File: src/rtl/seq_detect_ctrl.sv
// Session controller around a Mealy, non-overlapping, bit-serial pattern matcher.
// A start arms the matcher for a window of cycles, and the session ends on the hit limit or on window expiry.
module seq_detect_ctrl #(
  parameter int                PLEN    = 7,
  parameter logic [PLEN-1:0]   PATTERN = 7'b1111001,
  parameter int                WIN_W   = 8,
  parameter int                HIT_W   = 4
) (
  input  logic             clk,
  input  logic             rst,
  input  logic             start,
  input  logic [WIN_W-1:0] window,
  input  logic [HIT_W-1:0] max_hits,
  input  logic             x,
  input  logic             valid,
  output logic             z,
  output logic             busy,
  output logic             done,
  output logic [HIT_W-1:0] hit_cnt,
  output logic             expired
);

  localparam int              BC_W    = $clog2(PLEN);
  localparam logic [BC_W-1:0] BC_FULL = BC_W'(PLEN - 1);
  localparam logic [HIT_W-1:0] HIT_MAX = {HIT_W{1'b1}};

  typedef enum logic [1:0] {
    IDLE  = 2'd0,
    ARMED = 2'd1,
    DONE  = 2'd2
  } state_t;

  state_t           state_reg, state_next;
  logic [WIN_W-1:0] remaining_reg, remaining_next;
  logic [HIT_W-1:0] limit_reg, limit_next;
  logic [HIT_W-1:0] hit_reg, hit_next;
  logic             expired_reg, expired_next;
  logic [PLEN-2:0]  hist_reg, hist_next;
  logic [BC_W-1:0]  bc_reg, bc_next;

  logic [PLEN-2:0]  hist_shift;
  logic             match_now;
  logic [HIT_W:0]   hit_inc;

  // History shifted by one consumed bit: newest bit lands in position 0.
  assign hist_shift[0] = x;
  generate
    for (genvar gi = 1; gi < PLEN - 1; gi++) begin : g_shift
      assign hist_shift[gi] = hist_reg[gi-1];
    end
  endgenerate

  assign match_now = valid && (bc_reg == BC_FULL) && ({hist_reg, x} == PATTERN);
  // One bit wider so the limit compare cannot wrap when hit_cnt is saturated.
  assign hit_inc   = {1'b0, hit_reg} + {{HIT_W{1'b0}}, 1'b1};

  always_ff @(posedge clk or negedge rst) begin
    if (!rst) begin
      state_reg     <= IDLE;
      remaining_reg <= '0;
      limit_reg     <= '0;
      hit_reg       <= '0;
      expired_reg   <= 1'b0;
      hist_reg      <= '0;
      bc_reg        <= '0;
    end else begin
      state_reg     <= state_next;
      remaining_reg <= remaining_next;
      limit_reg     <= limit_next;
      hit_reg       <= hit_next;
      expired_reg   <= expired_next;
      hist_reg      <= hist_next;
      bc_reg        <= bc_next;
    end
  end

  always_comb begin
    state_next     = state_reg;
    remaining_next = remaining_reg;
    limit_next     = limit_reg;
    hit_next       = hit_reg;
    expired_next   = expired_reg;
    hist_next      = hist_reg;
    bc_next        = bc_reg;
    z              = 1'b0;
    busy           = 1'b0;
    done           = 1'b0;

    case (state_reg)
      IDLE: begin
        if (start) begin
          remaining_next = window;
          limit_next     = max_hits;
          hit_next       = '0;
          hist_next      = '0;
          bc_next        = '0;
          if (window != '0) begin
            expired_next = 1'b0;
            state_next   = ARMED;
          end else begin
            expired_next = 1'b1;
            state_next   = DONE;
          end
        end
      end

      ARMED: begin
        busy           = 1'b1;
        remaining_next = remaining_reg - 1'b1;
        if (match_now) begin
          z         = 1'b1;
          hist_next = '0;
          bc_next   = '0;
          if (hit_reg != HIT_MAX)
            hit_next = hit_inc[HIT_W-1:0];
        end else if (valid) begin
          hist_next = hist_shift;
          if (bc_reg != BC_FULL)
            bc_next = bc_reg + 1'b1;
        end

        // A hit reaching the limit wins over expiry on the same edge.
        if (match_now && (limit_reg != '0) && (hit_inc >= {1'b0, limit_reg})) begin
          expired_next = 1'b0;
          state_next   = DONE;
        end else if (remaining_reg == {{(WIN_W-1){1'b0}}, 1'b1}) begin
          expired_next = 1'b1;
          state_next   = DONE;
        end
      end

      DONE: begin
        done       = 1'b1;
        state_next = IDLE;
      end

      default: state_next = IDLE;
    endcase
  end

  assign hit_cnt = hit_reg;
  assign expired = expired_reg;

endmodule

File: config.mk
export PLATFORM = sky130hd
export DESIGN_NAME = seq_detect_ctrl
export DESIGN_NICKNAME = d
export VERILOG_FILES = /design/src/rtl/seq_detect_ctrl.sv
export SDC_FILE = /design/constraint.sdc
export NUM_CORES = 1
export LEC_CHECK = 0
export ABC_AREA = 0
export CORE_ASPECT_RATIO = 2
export CORE_MARGIN = 2
export CORE_UTILIZATION = 55
export CTS_CLUSTER_DIAMETER = 150
export DETAILED_ROUTE_END_ITERATION = 10
export HOLD_SLACK_MARGIN = 0.02
export PLACE_DENSITY_LB_ADDON = 0.12
export SYNTH_ARGS = -nofsm -noshare
export SYNTH_HDL_FRONTEND = slang
export SYNTH_SLANG_ARGS = --single-unit
File: constraint.sdc
create_clock -name clk -period 4.5 [get_ports clk]
set_input_delay 0.9 -clock clk [delete_from_list [all_inputs] [get_ports clk]]
set_output_delay 0.9 -clock clk [all_outputs]
set_load 0.02 [all_outputs]
==> flow_summary.toml <==
[status]
status = "complete, no violations"

[logic_synthesis]
ys_types = 39
synth-edff-count = 0
synth_top_area_cell = "dfrtp_1"
synth_top_area_share_pct = 44.59
synth-simple-area-share_pct = 21.10
synth_nets = 196
yosys-top-cells-area = "dfrtp_1 45%, ha_1 7.2%, o21ai_0 5.7%"
synth_top_family_by_area = "simple AND/OR/NAND/NOR gates"
synth.avg_cell_area_sq_um = 9.244
synth_flop_cell = "dfrtp_1"
synth_seq_area_share_pct = 44.59
synth-seq-cells = 28
synth_most_common_cell = "dfrtp_1"
synthMuxAreaShare_pct = 1.911
synth_async_sr_flop_share_pct = 100.0
syn_inst = 170
synthTopCellsByCount = "28 x dfrtp_1, 20 x nand2_1, 18 x o21ai_0"
synth_compound_area_share_pct = 20.94
syn_area_sq_mm = 0.001572
synth-xor-area-share_pct = 0.5573
synth-adder-area-share_pct = 7.166
yosys_warnings = 0

[cts]
hold_buffers = 0
clock_tree.root_cell = "clkbuf_8"
clock-sinks = 28
cts_resized = 0
cts_buffers = 3
cts_tree = "done"
clk_path_buf_depth = 2
cts_setup_buffers = 0
insertion_delay_ns = 0.28
clkTransAtPathRegs_ns = 0.09
htreeDepth = 1

[global_route]
grt_pass1_vias = 1429
grt_start_max_net_pins = 17
grt_use_total_pct = 24.33
overflow = 0
grt_antenna_before_repair = 0
grt_pass1_wl_microns = 6279

[place]
post-dp-hpwl_microns = 2819
portBuffers = 24
routabilityCongestion = 0.8901
place_inst = 220

[flow_run]
maxCapViolCount = 0

[routing]
drc = 0
drt_iter0_markers = 48
avgViaCountPerCell = 6.228
routed_wl_microns = 3626
vias = 1395
routedWlPerCell_microns = 16.19
ant_nets = 0
dr.pass1.iters = 4

[final_layout]
largest_reg_flops = 8
fillCellCount = 225
final_layout_size_suffix_gt1_share_pct = 6.154
area_growth_pct = 21.50
fin_cells = 224
finalNetCount = 222
antenna_cells = 0

[critical_path]
crit_type = "in2out"
critPathArrivalTime_ns = 2.88
ff2ff_path_depth = 8
cp-start-kind = "input pin"
crit_fanout = 5
cp.required_ns = 3.60
crit_path_end_kind = "output pin"

[power]
power.density_mw_per_mm2 = 547.7
vdd_drop_max_mv = 0.3642
power_leakage_nw = 0.8477

[timing]
fin_tns_setup_ns = 0
period_needed_ns = 3.781
max_freq_mhz = 264.5
worstMarginPinSlew_ns = 0.7606
final_max_slew_viol_count = 0
rsz0062_at_grt = "false"
hold_viol_final = 0
setup_viol = 0
fin_skew_ns = 0.004444
min_period_over_period_pct = 84.03
max_slew_margin_pct = 49.10

[die]
dieArea_sq_mm = 0.003327
io_pins = 25
initial_core_util_pct = 57.43
die_y_microns = 79.60
core.rowCount = 27
core_area_sq_mm = 0.002736
die_x_microns = 41.80

[min_path]
hp-class = "reg2reg"
hold_path_depth = 2
## report_power, final
part / leakage, nW / switching [W] / total [W] / internal, W
sequential: 0.356 / 0.0000941 / 0.000428 / 0.000334
combinational: 0.456 / 0.000243 / 0.000419 / 0.000176
clock: 0.0357 / 0.0000798 / 0.000199 / 0.000119
## logic make-up (layout without fill, tap and decap cells)
group                    count (synthesis)  in the layout
AND/OR/NAND/NOR                         65             65
AO/OA/AOI/OAI                           49             49
flip-flops                              28             28
buffers and inverters                   15             40
adder cells (fa/ha/maj)                  9              9
multiplexers                             3              3
XOR/XNOR                                 1              1
## cell type report
cell class | count | area [sq um] | share of cell area, %
Clock buffer | 3 | 41.29 | 2.163
Clock inverter | 1 | 30.03 | 1.573
Inverter | 11 | 41.29 | 2.163
Multi-Input combinational cell | 127 | 812.0 | 42.53
Sequential cell | 28 | 700.7 | 36.70
Tap cell | 29 | 36.28 | 1.900
Timing Repair Buffer | 25 | 247.7 | 12.98
## worst max-delay path, cell delays in order
cell and delay (ns):
clkdlybuf4s50_1 0.48, or3b_4 0.41, nor3_4 0.23, and2_1 0.24, clkdlybuf4s50_1 0.63
## final timing paths
kind | endpoint | from | slack, ns
max | z | x | 0.72
min | remaining_reg[6]$_DFFE_PN0P_ | remaining_reg[6]$_DFFE_PN0P_ | 0.53
max reg2reg | expired$_DFFE_PN0P_ | hit_cnt[0]$_DFFE_PN0P_ | 2.16
min reg2reg | remaining_reg[6]$_DFFE_PN0P_ | remaining_reg[6]$_DFFE_PN0P_ | 0.53
max in group asynchronous | remaining_reg[5]$_DFFE_PN0P_ | rst | 2.83
min in group asynchronous | hit_cnt[0]$_DFFE_PN0P_ | rst | 1.02
## metal layers
layer,track usage (%),wire length (microns)
met5,0,0
met4,12.90,108
met3,2.262,141
met1,28.04,1409
met2,43.28,1967
## placed cells by master, fill, tap and decap left out, types with 2 or more instances in the layout
cell / netlist / final
o221a_2: 2 / 2
ha_1: 9 / 9
inv_1: 10 / 10
o22ai_1: 3 / 3
nor2_1: 14 / 14
nand3b_1: 2 / 2
dfrtp_1: 28 / 28
nand2b_1: 2 / 2
a22o_1: 5 / 5
o21ai_0: 18 / 18
nand4_1: 3 / 3
a211oi_1: 3 / 3
mux2i_1: 3 / 3
nand3_1: 6 / 6
clkdlybuf4s50_1: 0 / 24
o22a_1: 2 / 2
nor2b_1: 3 / 3
nand2_1: 20 / 20
a32o_1: 2 / 2
a22oi_1: 3 / 3
clkbuf_8: 0 / 3
or4_1: 2 / 2
nor3_1: 4 / 4
and2_1: 2 / 2
a21oi_1: 6 / 6
## stage by stage
step / setup WS (ns) / area [sq um] / utilization [%] / power, W / hold WS [ns]
2_1_floorplan: 1.809 / 1572 / - / 0.0007082 / 0.4635
3_3_place_gp: 0.7478 / 1838 / 67.17 / 0.0008222 / 0.4889
3_5_place_dp: 0.7289 / 1838 / 67.17 / 0.0008487 / 0.5073
4_1_cts: 0.7229 / 1909 / 69.78 / 0.001050 / 0.5296
5_1_grt: 0.6216 / 1909 / 69.78 / 0.001123 / 0.5636
6_report: 0.7186 / 1909 / 69.78 / 0.001046 / 0.5333
No activity file was read; power rests on OpenSTA's default activity.
